**src/rtl/prog_loader.sv**
```systemverilog
// Instruction-memory loader: takes a framed byte stream (count, LE words, XOR checksum),
// writes words from address 0 and holds the core in reset until the load checks out.
module prog_loader #(
    parameter int ADDR_W    = 10,
    parameter int MAX_WORDS = 256
) (
    input  logic              clk,
    input  logic              reset,
    input  logic              in_valid,
    input  logic [7:0]        in_data,
    output logic              in_ready,
    input  logic              reload,
    output logic              ins_write_en,
    output logic [ADDR_W-1:0] ins_write_addr,
    output logic [31:0]       ins_write_data,
    output logic              cpu_reset,
    output logic              done,
    output logic              error,
    output logic [ADDR_W-2:0] words_loaded
);

    localparam int WL_W = ADDR_W - 1;

    typedef enum logic [2:0] {HDR0, HDR1, DATA, WRITE, CHK, DONE, ERR} state_t;

    state_t            state_q, state_d;
    logic [15:0]       count_q, count_d;
    logic [1:0]        byte_cnt_q, byte_cnt_d;
    logic [31:0]       word_q, word_d;
    logic [7:0]        csum_q, csum_d;
    logic [WL_W-1:0]   word_idx_q, word_idx_d;
    logic [WL_W-1:0]   wl_q, wl_d;
    logic              wr_en_q, wr_en_d;
    logic [ADDR_W-1:0] wr_addr_q, wr_addr_d;
    logic [31:0]       wr_data_q, wr_data_d;
    logic              cpu_reset_q, cpu_reset_d;
    logic              done_q, done_d;
    logic              error_q, error_d;

    logic              accept;
    logic [15:0]       hdr_cnt;
    logic [15:0]       next_idx;

    // in_ready is gated by reset directly so it drops the moment reset asserts
    assign in_ready = reset && (state_q == HDR0 || state_q == HDR1 ||
                                state_q == DATA || state_q == CHK);
    assign accept   = in_valid && in_ready;
    assign hdr_cnt  = {in_data, count_q[7:0]};
    assign next_idx = 16'(word_idx_q) + 16'd1;

    always_comb begin
        state_d     = state_q;
        count_d     = count_q;
        byte_cnt_d  = byte_cnt_q;
        word_d      = word_q;
        csum_d      = csum_q;
        word_idx_d  = word_idx_q;
        wl_d        = wl_q;
        wr_en_d     = 1'b0;
        wr_addr_d   = wr_addr_q;
        wr_data_d   = wr_data_q;
        cpu_reset_d = cpu_reset_q;
        done_d      = done_q;
        error_d     = error_q;

        case (state_q)
            HDR0: begin
                if (accept) begin
                    count_d[7:0] = in_data;
                    state_d      = HDR1;
                end
            end
            HDR1: begin
                if (accept) begin
                    count_d[15:8] = in_data;
                    byte_cnt_d    = 2'd0;
                    if (hdr_cnt == 16'd0) begin
                        state_d = CHK;
                    end else if (hdr_cnt > 16'(MAX_WORDS)) begin
                        state_d = ERR;
                        error_d = 1'b1;
                    end else begin
                        state_d = DATA;
                    end
                end
            end
            DATA: begin
                if (accept) begin
                    // bytes shift in from the top, so the first byte ends up in [7:0]
                    word_d     = {in_data, word_q[31:8]};
                    csum_d     = csum_q ^ in_data;
                    byte_cnt_d = byte_cnt_q + 2'd1;
                    if (byte_cnt_q == 2'd3) begin
                        state_d   = WRITE;
                        wr_en_d   = 1'b1;
                        wr_addr_d = {word_idx_q[ADDR_W-3:0], 2'b00};
                        wr_data_d = {in_data, word_q[31:8]};
                    end
                end
            end
            WRITE: begin
                word_idx_d = word_idx_q + 1'b1;
                wl_d       = wl_q + 1'b1;
                state_d    = (next_idx == count_q) ? CHK : DATA;
            end
            CHK: begin
                if (accept) begin
                    if (in_data == csum_q) begin
                        state_d     = DONE;
                        done_d      = 1'b1;
                        cpu_reset_d = 1'b0;
                    end else begin
                        state_d = ERR;
                        error_d = 1'b1;
                    end
                end
            end
            DONE, ERR: begin
                if (reload) begin
                    state_d     = HDR0;
                    cpu_reset_d = 1'b1;
                    done_d      = 1'b0;
                    error_d     = 1'b0;
                    wl_d        = '0;
                    word_idx_d  = '0;
                    csum_d      = 8'h00;
                    byte_cnt_d  = 2'd0;
                end
            end
            default: state_d = HDR0;
        endcase
    end

    always_ff @(posedge clk or negedge reset) begin
        if (!reset) begin
            state_q     <= HDR0;
            count_q     <= 16'h0;
            byte_cnt_q  <= 2'd0;
            word_q      <= 32'h0;
            csum_q      <= 8'h00;
            word_idx_q  <= '0;
            wl_q        <= '0;
            wr_en_q     <= 1'b0;
            wr_addr_q   <= '0;
            wr_data_q   <= 32'h0;
            cpu_reset_q <= 1'b1;
            done_q      <= 1'b0;
            error_q     <= 1'b0;
        end else begin
            state_q     <= state_d;
            count_q     <= count_d;
            byte_cnt_q  <= byte_cnt_d;
            word_q      <= word_d;
            csum_q      <= csum_d;
            word_idx_q  <= word_idx_d;
            wl_q        <= wl_d;
            wr_en_q     <= wr_en_d;
            wr_addr_q   <= wr_addr_d;
            wr_data_q   <= wr_data_d;
            cpu_reset_q <= cpu_reset_d;
            done_q      <= done_d;
            error_q     <= error_d;
        end
    end

    assign ins_write_en   = wr_en_q;
    assign ins_write_addr = wr_addr_q;
    assign ins_write_data = wr_data_q;
    assign cpu_reset      = cpu_reset_q;
    assign done           = done_q;
    assign error          = error_q;
    assign words_loaded   = wl_q;

endmodule

```
**config.mk**
```make
export PLATFORM = sky130hd
export DESIGN_NAME = prog_loader
export DESIGN_NICKNAME = d
export VERILOG_FILES = /design/src/rtl/prog_loader.sv
export SDC_FILE = /design/constraint.sdc
export NUM_CORES = 1
export LEC_CHECK = 0
export CAP_MARGIN = 30
export CORE_MARGIN = 5
export CORE_UTILIZATION = 35
export DETAILED_ROUTE_END_ITERATION = 8
export GPL_ROUTABILITY_DRIVEN = 0
export HOLD_SLACK_MARGIN = 0.08
export MAX_ROUTING_LAYER = met4
export PLACE_DENSITY_LB_ADDON = 0.05
export SYNTH_ARGS = -nofsm -noshare
export SYNTH_HDL_FRONTEND = slang
export SYNTH_SLANG_ARGS = --single-unit
```
**constraint.sdc**
```tcl
create_clock -name clk -period 4.8 [get_ports clk]
set_input_delay 0.48 -clock clk [delete_from_list [all_inputs] [get_ports clk]]
set_output_delay 0.48 -clock clk [all_outputs]
set_load 0.05 [all_outputs]
```
# ---- Word-level counts from Yosys, hierarchy flattened
# Index checks and enable logic that the tools add are counted.
dict set report word_totals {
  register_bits 123
}
dict set report classes {
  n_addsub 4
  magnitude_cmp 1
  n_eq_ne 19
  muxes 38
  n_bitwise 1
  reduce_logical 23
}
# cell n
set op_table {}
lappend op_table {{9-bit case mux with 2 select lines} 2}
lappend op_table {{3-bit 2-to-1 mux} 9}
lappend op_table {{9-bit by 1-bit adder with 9-bit output, second input constant} 2}
lappend op_table {{3-bit case mux with 6 select lines} 1}
lappend op_table {{10-bit by 16-bit == test with 1-bit output} 1}
lappend op_table {{16-bit by 9-bit > comparator with 1-bit output, second input constant} 1}
lappend op_table {{16-bit logical NOT} 1}
lappend op_table {{8-bit 2-to-1 mux} 2}
lappend op_table {{8-bit case mux with 2 select lines} 1}
lappend op_table {{1-bit 2-to-1 mux} 14}
lappend op_table {{2-bit != test, second input constant} 7}
lappend op_table {{9-bit by 1-bit adder with 10-bit output, second input constant} 1}
lappend op_table {{3-bit == test, second input constant} 3}
lappend op_table {{9-bit 2-to-1 mux} 1}
lappend op_table {{8-bit == test} 1}
lappend op_table {{2-bit 2-to-1 mux} 4}
lappend op_table {{2-bit AND reduction} 4}
lappend op_table {{4-bit AND reduction} 2}
lappend op_table {{8-bit XOR} 1}
lappend op_table {{7-bit AND reduction} 1}
lappend op_table {{3-bit by 2-bit == test with 1-bit output, second input constant} 2}
lappend op_table {{2-bit by 1-bit != test with 1-bit output, second input constant} 3}
lappend op_table {{2-bit case mux with 3 select lines} 1}
lappend op_table {{3-bit AND reduction} 2}
lappend op_table {{other kinds (12)} 19}

# ---- Depth between registers and ports, before layout
# Gate-level depths: netlist (run 1).
dict set report depth {
  ltp_word 8
  ltp_mapped 8
  depth_no_buf 7
}

# ---- Least setup slack after synthesis (run 1)
# Ideal clock, no wire load.
dict set report synth_path {
  path_kind {reg-to-reg}
  from {register word_idx_q[0]}
  to {register state_q[1]}
  setup_ps 126
  t_arrival_ps 1937
  required_time_ps 4674
  setup_slack_ps 2737
  path_stages_with_launch 9
  n_path_buf 1
  period_less_slack_ps 2063
  cell_sequence {dfrtp_1 ha_1 and3_1 clkbuf_1 nand3_1 xnor2_1 nor4_2 a211oi_1 a311o_1}
}
dict set report synth_between {
  elab_chain_len 4
}
# element line_no
set synth_lines {}
lappend synth_lines {{start: declaration} 31} ;# logic [WL_W-1:0] word_idx_q, word_idx_d;
lappend synth_lines {{start signal: assignment} 155} ;# word_idx_q <= word_idx_d;
lappend synth_lines {{9-bit by 1-bit adder with 10-bit output} 49} ;# assign next_idx = 16'(word_idx_q) + 16'd1;
lappend synth_lines {{10-bit by 16-bit == test with 1-bit output} 104} ;# state_d = (next_idx == count_q) ? CHK : DATA;
lappend synth_lines {{3-bit 2-to-1 mux} 104}
lappend synth_lines {{3-bit case mux with 6 select lines} 66} ;# case (state_q)
lappend synth_lines {{end signal: assignment} 150} ;# state_q <= state_d;
lappend synth_lines {{end: declaration} 26} ;# state_t state_q, state_d;
# Every way passes these cells.
# A chain may end at the register's enable or synchronous reset.

# ---- Worst setup path after layout (run 1)
dict set report layout_path {
  from {register state_q[0]}
  to {output port in_ready}
}
dict set report layout_between {
  elab_chain_len 5
  elab_cells_between_ends 8
  classes_between {eq/ne (3); reduce/logical (5)}
}
# element line_no
set layout_lines {}
lappend layout_lines {{3-bit by 1-bit == test with 1-bit output / 3-bit logical NOT (equally long branches)} 45} ;# assign in_ready = reset && (state_q == HDR0 || state_q == HDR1 ||
lappend layout_lines {{1-bit logical OR (2 in series)} 45}
lappend layout_lines {{1-bit logical OR *} 46} ;# state_q == DATA || state_q == CHK);
lappend layout_lines {{1-bit logical AND *} 45}
lappend layout_lines {{end: declaration} 11} ;# output logic in_ready,
# Every way passes the cells marked *; elsewhere a longest branch is shown, timed or not.

==> flow_summary.json, run 1 <==
{
  "power_switching_mw": 1.78,
  "first_global_vias": 4017,
  "critPathArrivalTime_ns": 2.30,
  "yosys-top-cells-area": "dfrtp_1, mux2_2, nand2_1, o21ai_0, xor2_1",
  "grt_util_all_layers_pct": 15.3,
  "pre_cts_ws_ns": 1.85,
  "rsz0062_at_grt": "false",
  "cts_htree_levels": 4,
  "clock-sinks": 115,
  "finalSetupViolCount": 0,
  "antenna_found_initial": 0,
  "die_h_um": 132,
  "cp_top_family": "flip-flops",
  "syn_inst": 486,
  "powerDensity_nw_per_um2": 686,
  "synth_top_family_by_area": "simple AND/OR/NAND/NOR gates",
  "syn_area_um2": 5190,
  "hold_class": "in -> async",
  "peakVddDrop_mv": 0.358,
  "pwr-share-seq_pct": 36.2,
  "drt_drc_violations_left": 0,
  "fmax_mhz": 359,
  "path_class": "reg -> out",
  "grt_pass1_wl_um": 20900,
  "reg2reg_from": "state_q[1]",
  "firstDrtPassIters": 4,
  "port_buffers": 65,
  "critPathBufInv": 1,
  "synth-compound-area-share_pct": 10.1,
  "synthSimpleGateAreaFrac_pct": 14.8,
  "cp-start-kind": "flip-flop",
  "yosysWarnings": 0,
  "power.internal_mw": 2.75,
  "routed_wl_um": 12200,
  "design.core.area_um2": 14500,
  "synth_edf_count": 0,
  "setup_ws_ns": 2.02,
  "antenna_cells": 0,
  "maxSlewViolCount": 0,
  "final_cell_mix": "dfrtp_1, nand2_1, clkdlybuf4s50_1",
  "clk_latency_ns": 0.41,
  "drt_iter0_markers": 188,
  "die_area_um2": 17400,
  "power_frac_comb_pct": 38.4,
  "power_mw": 4.53,
  "cp_max_fo": 22,
  "layout.cells.non_filler": 751,
  "period_minus_slack_ns": 2.78,
  "post_cts_buffers": 0,
  "final_area_um2": 6590,
  "grt_max_degree": 76,
  "syn_to_final_growth_pct": 27.0,
  "hold_violations": 0,
  "cts_max_path_buffers": 2,
  "worstPathRequired_ns": 4.32,
  "final_common_cell": "dfrtp_1",
  "crit_slowest_cell": "dfrtp_1",
  "worstPathCellList": "a21oi_1 -> o21a_1 -> clkdlybuf4s50_1",
  "hold_buffers": 0,
  "slowest_delay_ns": 0.80,
  "rows": 44,
  "cts_resized": 0,
  "placed_area_um2": 6030,
  "die_w_um": 132,
  "fin_setup_tns_ns": 0,
  "clkPwrFrac_pct": 25.4,
  "wl_per_cell_um": 16.3,
  "worst_setup_path_end_kind": "primary output",
  "grt-ovfl-total": 0,
  "cts_root_buffer": "clkbuf_16",
  "fin_crit_sh_pct": 58.0,
  "cts_made_buffers": 17,
  "p_sw_share_pct": 39.2,
  "syn_avg_cell_area_um2": 10.7,
  "status": "finished, final reports clean",
  "clk_pin_slew_ns": 0.05,
  "final_util_pct": 45.4,
  "synth.mux.area_fraction_pct": 11.7,
  "layout-drive-gt1-share_pct": 15.9,
  "ant_nets": 0,
  "io_pins": 68,
  "synth_adder_area_share_pct": 0.723,
  "synth-seq-cells": 115,
  "hpwl_um": 8420,
  "placedCellCount": 720,
  "start_util_pct": 35.7,
  "power.leakage_nw": 3.00,
  "synth_flop_cell": "dfrtp_1",
  "max_slew_margin_pct": 49.0,
  "yosysTopAreaCell": "dfrtp_1",
  "vias_per_cell": 5.05,
  "fin_skew_ns": 0.0110,
  "synth_cell_types": 56,
  "vias": 3791,
  "cts_tree": "yes",
  "max_cap_viol_count": 0,
  "yosys.area.top_type_share_pct": 55.0,
  "worst_pin_slew_ns": 0.766,
  "crit_path_start": "state_q[0]",
  "ys_async_sr_fraction_pct": 100,
  "ys_seq_area_share_pct": 55.5,
  "fin_hold_ws_ns": 0.0696,
  "layout.nets": 571,
  "synthXorXnorAreaFrac_pct": 4.56
}
logic make-up after synthesis:
| logic type | Yosys count |
|---|---|
| flops | 115 |
| buf+inv | 31 |
| simple gates | 168 |
| mux | 54 |
| compound gates | 87 |
| xor+xnor | 27 |
| other cells | 1 |
| fa+ha+maj | 3 |
flip-flops by register name, summed over array words and instances (netlist names):
name / flops
error: 1
byte_cnt_q: 2
word_idx_q: 9
ins_write_en: 1
state_q: 3
words_loaded: 9
done: 1
cpu_reset: 1
ins_write_data: 32
word_q: 24
csum_q: 8
ins_write_addr: 8
count_q: 16
power groups by stage:
| stage | Sequential (mW) | Combinational, mW | Clock (mW) |
|---|---|---|---|
| 4_1_cts | 1.65 | 1.76 | 1.18 |
| 3_5_place_dp | 1.66 | 1.76 | 0 |
| 2_1_floorplan | 2.14 | 0.660 | 0 |
| 5_1_grt | 1.70 | 1.88 | 1.22 |
| 3_3_place_gp | 1.65 | 1.73 | 0 |
| 6_report | 1.64 | 1.74 | 1.15 |
per-layer routing:
metal	GRT usage (%)	part of all wire (%)	vias to the layer above
met1	19.2	46	1882
li1	-	-	1826
met2	24.2	50	72
met3	3.66	3.3	11
met5	-	0	-
met4	5.71	1.2	0
cell type report:
class                   count  area (um2)
clock buffers              25         485
repair buffers             71         726
inverters                  10        37.5
fillers                  1381        7940
well taps                 184         230
multi-input cells         341        2180
clock inverters             5        52.6
flip-flops and latches    115        2880
cells in the mapped netlist, types with 2 or more instances:
master,number
and3_1,3
nand2b_1,3
a22o_1,2
a21oi_1,16
o21ai_0,41
nor2_1,29
o22ai_1,8
xnor2_1,10
ha_1,3
buf_4,2
nor3_1,6
mux2_2,49
and2_1,3
a211oi_1,3
mux2_1,5
a31oi_1,2
nand2_1,93
xor2_1,17
dfrtp_1,114
nor4_1,5
clkbuf_1,9
or3_1,2
nand4_1,2
inv_1,8
buf_2,8
nand3_1,10
a41oi_1,2
buf_1,2
nor3_2,2
worst paths after layout:
path | endpoint | cells past startpoint | slack, ns
worst max register to register | ins_write_addr[9] | 6 | 2.17
worst max-delay path | in_ready | 3 | 2.02
worst min register to register | word_q[11] | 2 | 0.47
max in group asynchronous | word_q[25] | 3 | 3.79
min in group clk | word_q[11] | 2 | 0.47
worst min-delay path | word_idx_q[2] | 1 | 0.07
(Power assumes the default switching activity.)
==> run 2, diff against run 1 <==
clock period = 2.5 ns   (was 4.8 ns; I/O delays follow)
==> flow_summary.json, run 2 (synthesis results as in run 1) <==
{
  "period_minus_slack_ns": 2.21,
  "peakVddDrop_mv": 0.743,
  "reg2reg_from": "word_idx_q[0]",
  "clock-sinks": 115,
  "crit_path_start": "word_idx_q[0]",
  "fin_crit_sh_pct": 88.4,
  "design.core.area_um2": 14500,
  "layout.nets": 584,
  "hold_violations": 0,
  "grt.met3_usage_pct": 3.70,
  "drt_iter0_markers": 231,
  "routed_wl_um": 12700,
  "cp_max_fo": 7,
  "top_usage_layer": "met2",
  "final_cell_mix": "dfrtp_1, nand2_1, clkdlybuf4s50_1",
  "drt_drc_violations_left": 0,
  "cts_htree_levels": 4,
  "r2r_slack_ns": 0.29,
  "vias": 3858,
  "cp-start-kind": "flip-flop",
  "rows": 44,
  "finalSetupViolCount": 0,
  "fin_setup_tns_ns": 0,
  "worstPathRequired_ns": 2.79,
  "firstDrtPassIters": 4,
  "start_util_pct": 35.7,
  "rr_worst_depth": 7,
  "rsz0062_at_grt": "false",
  "grt_util_all_layers_pct": 16.0,
  "first_global_vias": 4001,
  "cts_root_buffer": "clkbuf_16",
  "power.leakage_nw": 3.09,
  "met2_usage_pct": 25.0,
  "grt_pass1_wl_um": 21500,
  "fin_hold_ws_ns": 0.275,
  "hold_class": "in -> async",
  "antenna_cells": 0,
  "grt_max_degree": 103,
  "vias_per_cell": 5.04,
  "r2r-end": "state_q[1]",
  "final_common_cell": "dfrtp_1",
  "cts_made_buffers": 17,
  "port_buffers": 65,
  "hpwl_um": 8700,
  "maxSlewViolCount": 0,
  "io_pins": 68,
  "syn_to_final_growth_pct": 29.6,
  "grtUsageMet1_pct": 19.9,
  "max_slew_margin_pct": 59.5,
  "fin_skew_ns": 0.00566,
  "die_area_um2": 17400,
  "max_cap_viol_count": 0,
  "clk_pin_slew_ns": 0.05,
  "cts_max_path_buffers": 2,
  "die_h_um": 132,
  "worst_setup_path_end_kind": "flip-flop",
  "status": "finished, final reports clean",
  "grt-ovfl-total": 0,
  "worst_pin_slew_ns": 0.606,
  "antenna_found_initial": 0,
  "layout-drive-gt1-share_pct": 18.4,
  "wl_per_cell_um": 16.5,
  "critPathArrivalTime_ns": 2.50,
  "die_w_um": 132,
  "largest_reg_flops": 32,
  "cts_tree": "yes",
  "powerDensity_nw_per_um2": 1310,
  "ant_nets": 0,
  "fmax_mhz": 453,
  "path_class": "reg -> reg",
  "clk_latency_ns": 0.41
}
==> run 2: cell types whose count changed in the layout (fill, tap and decap cells not counted), moves of 2 or more <==
cell and change:
buf_12 +3, buf_4 +11, clkbuf_1 -2, clkinv_2 +2
clkinv_4 +2
==> run 2: worst max-delay path by stage <==
stage | cells after the start | to | slack, ns
final | 7 | state_q[1] | 0.29
after global routing | 7 | state_q[1] | 0.09
after CTS | 7 | state_q[1] | 0.28
after detailed placement | 7 | state_q[1] | 0.14
after global placement | 7 | state_q[1] | 0.19
after floorplan | 8 | state_q[1] | 0.44
==> run 2: area by class of cell <==
type / count / area (um2)
timing repair buffer: 84 / 841
inverter: 10 / 37.5
clock inverter: 9 / 80.1
fill: 1387 / 7810
multi-input combinational: 341 / 2180
sequential: 115 / 2880
clock buffer: 23 / 478
tap: 184 / 230
==> run 2: through the flow <==
| step | cell area (um2) | power [mW] | setup slack (ns) | utilization [%] | instances |
|---|---|---|---|---|---|
| after floorplan | 5190 | 5.38 | 0.437 | - | 487 |
| after global placement | 6160 | 6.63 | 0.194 | 42.4 | 733 |
| after detailed placement | 6160 | 6.65 | 0.144 | 42.4 | 733 |
| after CTS | 6730 | 8.98 | 0.277 | 46.3 | 766 |
| after global routing | 6730 | 9.38 | 0.0926 | 46.3 | 766 |
| final | 6730 | 8.84 | 0.290 | 46.3 | 766 |
==> run 2: metal layers <==
layer  part of all wire, %  wire length (um)
met1                    46              5810
met2                    49              6200
met3                   3.5               437
met4                   1.6               208
met5                     0                 0
==> run 2: critical path, cell delays in order, from the launching register on <==
cell      delay (ns)
dfrtp_1         0.44
ha_1            0.28
and3_1          0.30
nand3_1         0.17
xnor2_1         0.17
nor4_2          0.33
a211oi_1        0.12
a311o_1         0.29
==> run 2: power by group <==
| part | switching [mW] | internal [mW] |
|---|---|---|
| clock network | 0.829 | 1.44 |
| logic | 2.11 | 1.35 |
| registers | 0.553 | 2.56 |
==> run 2: timing repair <==
item | CTS | global route
resized for setup | 0 | 0
buffers inserted | 0 | 0
hold buffers | 1 | 0
hold endpoints to repair | 13 | 0
==> run 3, diff against run 2 <==
TNS_END_PERCENT = 5   (was default)
==> results of run 3 <==
No change in the layout: final DEF, timing and power equal those of run 2.
